[config.mk]
export PLATFORM = sky130hd
export DESIGN_NAME = nibble_serial_add_ctrl
export DESIGN_NICKNAME = d
export VERILOG_FILES = /design/src/rtl/nibble_serial_add_ctrl.sv
export SDC_FILE = /design/constraint.sdc
export NUM_CORES = 1
export LEC_CHECK = 0
export BUFFER_PORTS_ARGS = -buffer_cell sky130_fd_sc_hd__buf_4
export CORE_MARGIN = 2
export CORE_UTILIZATION = 40
export CTS_CLUSTER_SIZE = 20
export DETAILED_ROUTE_END_ITERATION = 12
export PLACE_DENSITY_LB_ADDON = 0.05
export SYNTH_ARGS = -nofsm -noshare
export SYNTH_HDL_FRONTEND = slang
export SYNTH_SLANG_ARGS = --single-unit
export TNS_END_PERCENT = 100
[constraint.sdc]
create_clock -name clk -period 2.05 [get_ports clk]
set_clock_uncertainty 0.2 [all_clocks]
set_input_delay 0.1025 -clock clk [delete_from_list [all_inputs] [get_ports clk]]
set_output_delay 0.1025 -clock clk [all_outputs]
set_load 0.05 [all_outputs]
[src/rtl/nibble_serial_add_ctrl.sv]
// ---------------------------------------------------------------------------
// | nibble_serial_add_ctrl : wide adder built from one shared 4-bit adder,   |
// |   one nibble per clock, LSB first. Optional NIBBLE_SERIAL_SUB_EN adds sub|
// | Revision: 1.0                                                            |
// ---------------------------------------------------------------------------
`default_nettype none

module four_bit_adder (
  input  logic [3:0] a,
  input  logic [3:0] b,
  input  logic       c_in,
  output logic [3:0] sum,
  output logic       c_out
);
  logic [4:0] w_c;

  assign w_c[0] = c_in;

  for (genvar i = 0; i < 4; i++) begin : g_bit
    assign sum[i]   = a[i] ^ b[i] ^ w_c[i];
    assign w_c[i+1] = (a[i] & b[i]) | (w_c[i] & (a[i] ^ b[i]));
  end

  assign c_out = w_c[4];
endmodule

module nibble_serial_add_ctrl #(
  parameter int NIBBLES = 4
) (
  input  logic                   clk,
  input  logic                   rst,
  input  logic                   start,
  input  logic [4*NIBBLES-1:0]   a,
  input  logic [4*NIBBLES-1:0]   b,
  input  logic                   c_in,
`ifdef NIBBLE_SERIAL_SUB_EN
  input  logic                   sub,
`endif
  output logic                   ready,
  output logic                   busy,
  output logic                   done,
  output logic [4*NIBBLES-1:0]   sum,
  output logic                   c_out,
  output logic                   overflow
);
  localparam int C_WIDTH = 4 * NIBBLES;
  localparam int C_CNT_W = (NIBBLES > 1) ? $clog2(NIBBLES) : 1;
  localparam logic [C_CNT_W-1:0] C_LAST = C_CNT_W'(NIBBLES - 1);

  typedef enum logic [1:0] {
    S_IDLE = 2'd0,
    S_RUN  = 2'd1,
    S_DONE = 2'd2
  } state_t;

  state_t               r_state;
  state_t               w_next;
  logic [C_WIDTH-1:0]   r_a_sr;
  logic [C_WIDTH-1:0]   r_b_sr;
  logic [C_WIDTH-1:0]   r_res;
  logic [C_CNT_W-1:0]   r_cnt;
  logic                 r_carry;
  logic                 r_sub;
  logic                 r_a_msb;
  logic                 r_b_msb;
  logic                 w_sub_in;
  logic [3:0]           w_b_nib;
  logic [3:0]           w_nsum;
  logic                 w_ncarry;

`ifdef NIBBLE_SERIAL_SUB_EN
  assign w_sub_in = sub;
`else
  assign w_sub_in = 1'b0;
`endif

  // Subtraction is a + ~b + 1: invert each B nibble on its way into the adder.
  assign w_b_nib = r_b_sr[3:0] ^ {4{r_sub}};

  four_bit_adder u_adder (
    .a     (r_a_sr[3:0]),
    .b     (w_b_nib),
    .c_in  (r_carry),
    .sum   (w_nsum),
    .c_out (w_ncarry)
  );

  always_ff @(posedge clk or posedge rst) begin
    if (rst) begin
      r_state <= S_IDLE;
    end else begin
      r_state <= w_next;
    end
  end

  always_comb begin
    w_next = r_state;
    ready  = 1'b0;
    busy   = 1'b0;
    done   = 1'b0;
    case (r_state)
      S_IDLE: begin
        ready = 1'b1;
        if (start) w_next = S_RUN;
      end
      S_RUN: begin
        busy = 1'b1;
        if (r_cnt == C_LAST) w_next = S_DONE;
      end
      S_DONE: begin
        done   = 1'b1;
        w_next = S_IDLE;
      end
      default: w_next = S_IDLE;
    endcase
  end

  always_ff @(posedge clk or posedge rst) begin
    if (rst) begin
      r_a_sr   <= '0;
      r_b_sr   <= '0;
      r_res    <= '0;
      r_cnt    <= '0;
      r_carry  <= 1'b0;
      r_sub    <= 1'b0;
      r_a_msb  <= 1'b0;
      r_b_msb  <= 1'b0;
      sum      <= '0;
      c_out    <= 1'b0;
      overflow <= 1'b0;
    end else begin
      case (r_state)
        S_IDLE: begin
          if (start) begin
            r_a_sr  <= a;
            r_b_sr  <= b;
            r_sub   <= w_sub_in;
            r_carry <= c_in | w_sub_in;
            r_cnt   <= '0;
            // Sign bits are kept aside because the shift regs drain during RUN.
            r_a_msb <= a[C_WIDTH-1];
            r_b_msb <= b[C_WIDTH-1] ^ w_sub_in;
          end
        end
        S_RUN: begin
          r_res   <= {w_nsum, r_res[C_WIDTH-1:4]};
          r_carry <= w_ncarry;
          r_a_sr  <= {4'b0000, r_a_sr[C_WIDTH-1:4]};
          r_b_sr  <= {4'b0000, r_b_sr[C_WIDTH-1:4]};
          r_cnt   <= r_cnt + C_CNT_W'(1);
        end
        S_DONE: begin
          sum      <= r_res;
          c_out    <= r_carry;
          overflow <= (r_a_msb == r_b_msb) && (r_res[C_WIDTH-1] != r_a_msb);
        end
        default: ;
      endcase
    end
  end
endmodule

`default_nettype wire
==> run metrics <==
Final GP Congestion 0.716; Distinct cells, synth 25; initial DRC count 64; ANT cells 0; Die Span Y 93.9 µm; Top delay family on crit path adder cells; met3 global-route usage 4.09%; Slew Limit Fails 0; final worst slack -0.230 ns; failing checks negative setup slack; Setup-failing EPs final 3; CP cell instances fa_2, inv_2, fa_2, inv_2, fa_2, inv_2, fa_1, a21oi_1; Pwr Total 6.87 mW; register bit total from synthesis 73; Num CTS Buffers 9; most common cell after layout, fill and taps aside dfrtp_1; starting density of the core 41.6%; die area 8820 µm²; I/O pin cnt 57; initial antenna violation count 0; Setup crit start kind flip-flop; DR vias/cell 4.98; overall routing resource usage 17.0%; endpoints failing hold 0; Final period util 111%; routed vias 2347; # port buffers 56; H-tree depth 3; met1 GRT Util 23.1%; Core Area 7770 µm²; Root Buffer clkbuf_8; Max Fclk 439 MHz; post-route cell area 4410 µm²; # clock sinks 73; Worst-Margin Slew 0.745 ns; Peak VDD IR 580 µV; nets 405; first-pass GRT wire length 11400 µm; synthesized instance count 269; crit path DAT 2.35 ns; vias in the first global route 2296; clk_lat worst skew 0.34 ns; Layout fillers 695; CTS tree done; slowest stage cell on the critical path fa_1; Syn Std Cell Area 3230 µm²; min Tclk post-route 2.28 ns; DIE WIDTH 93.9 µm; critical path endpoint category flip-flop; slack of the worst reg-to-reg path -0.23 ns; Hold Crit Class input pin to flip-flop; YS warnings 0; Stages on worst setup path 8; Worst EP required 2.12 ns; CP max FO 2; GR peak layer met2; Clk pin slew, worst setup/hold paths 0.07 ns; Residual DRC 0; Max clock buf depth 2; P_leak 2.00 nW; area of the multi-input gates 1270 µm²; average wire per standard cell 14.6 µm; crit path to r_res[15]; Post-DP Area 3800 µm²; Reg-to-Reg End r_res[15]; Sum Neg Setup Slack -0.412 ns; sequential element share of the synthesized area 56.5%; Syn-to-layout area delta 36.4%; start point of the critical path r_a_sr[0]; max incr delay on CP 0.41 ns; most frequent cells in the layout 73 x dfrtp_1, 67 x buf_4, 34 x dlygate4sd3_1; worst r2r src r_a_sr[0]; post-route ant nets 0; worst rel slew slack 50.2%; Seq. cell area 1830 µm²; drt pass-1 iters 4; dpl ws -0.241 ns; syn nets 310; min-delay src start; standard-cell row count 32; grt ovf 0; Max-cap violations 0; hold slack 0.107 ns; Buf/Inv on CP 3; status complete, but fails checks; syn avg cell area 12.0 µm²; DRT Wirelength 6870 µm; critical path class flip-flop to flip-flop; GR Util met2 26.1%; largest net degree at the start of global routing 41; power density cells 1560 nW/µm²; share of cells above drive strength 1 34.1%; reg2reg path depth 8; RSZ-0062 raised after global routing yes; HPWL Detailed 4320 µm
## state kept, by name, summed over array words and instances, names as in the netlist
signal	count
r_a_sr	16
sum	16
r_carry	1
r_cnt	2
r_state	2
r_b_msb	1
r_res	16
r_b_sr	16
r_a_msb	1
c_out	1
overflow	1
## synth_stat cells
cell type / count / share of area (%)
a22oi_1: 24 / 5.6
ha_1: 1 / 0.39
o21ai_1: 4 / 0.62
buf_2: 6 / 0.93
a21oi_1: 22 / 3.4
and3b_1: 1 / 0.27
clkbuf_1: 8 / 0.93
inv_1: 8 / 0.93
buf_6: 3 / 1.0
and2b_1: 1 / 0.23
o21ai_0: 26 / 4.0
nand2_1: 15 / 1.7
mux2_1: 3 / 1.0
nor2b_4: 1 / 0.43
mux2_2: 24 / 8.4
buf_4: 3 / 0.70
fa_1: 4 / 2.5
nor2b_1: 20 / 3.9
a2bb2oi_1: 4 / 1.1
and2_1: 1 / 0.19
o21bai_2: 1 / 0.35
dfrtp_1: 73 / 57
nor2_1: 5 / 0.58
mux2_4: 7 / 3.3
a22o_1: 4 / 1.1
## tightest hold or removal path: cells and delay by family
kind / cells / cell delay, ns
AOI/OAI and AO/OA: 2 / 0.30
buffers and inverters: 1 / 0.20
## cell type report
class	instances	share of cell area, %
flip-flops and latches	73	41.4
clock inverters	5	2.33
multi-input cells	168	28.9
well taps	102	2.89
inverters	8	0.766
clock buffers	11	3.21
repair buffers	104	20.5
## per-stage QoR
stage               util [%]  instances
finish                  56.8        471
CTS                     56.5        469
global route            56.8        471
global placement        48.9        419
floorplan                  -        269
detailed placement      48.9        419
## timing repair
action                                  in CTS  in global routing
endpoints found under the setup margin       2                  3
endpoints found under the hold margin       57                  0
gates resized for setup                      5                  2
pin swaps                                    3                  3
cloned                                       0                  0
hold buffers                                34                  0
buffers inserted                             0                  2
## per-layer routing
layer  vias to the layer above  share of wire (%)
met5                         -                  0
met3                         8                4.4
met1                      1151                 47
met4                         0                1.7
li1                       1132                  -
met2                        56                 47
## cell families (layout without fill, tap and decap cells)
logic type	count (synthesis)	after routing	synth area share, %
buf+inv	28	128	4.53
simple gates	44	44	7.31
mux	34	34	12.7
flops	73	73	56.5
fa+ha+maj	5	5	2.86
compound gates	85	85	16.1
## power breakdown
part	total, mW	internal [mW]	switching [mW]
clock	1.35	0.840	0.515
combinational	3.03	1.36	1.67
sequential	2.49	2.08	0.408
total	6.87	4.28	2.59
## worst min path at each step
stage	end	cells past startpoint
3_5_place_dp	sum[3]	2
2_1_floorplan	r_a_msb	1
6_report	r_a_sr[3]	3
4_1_cts	r_a_sr[14]	4
5_1_grt	r_a_sr[3]	3
3_3_place_gp	r_res[3]	2
No activity file was read; power rests on OpenSTA's default activity.
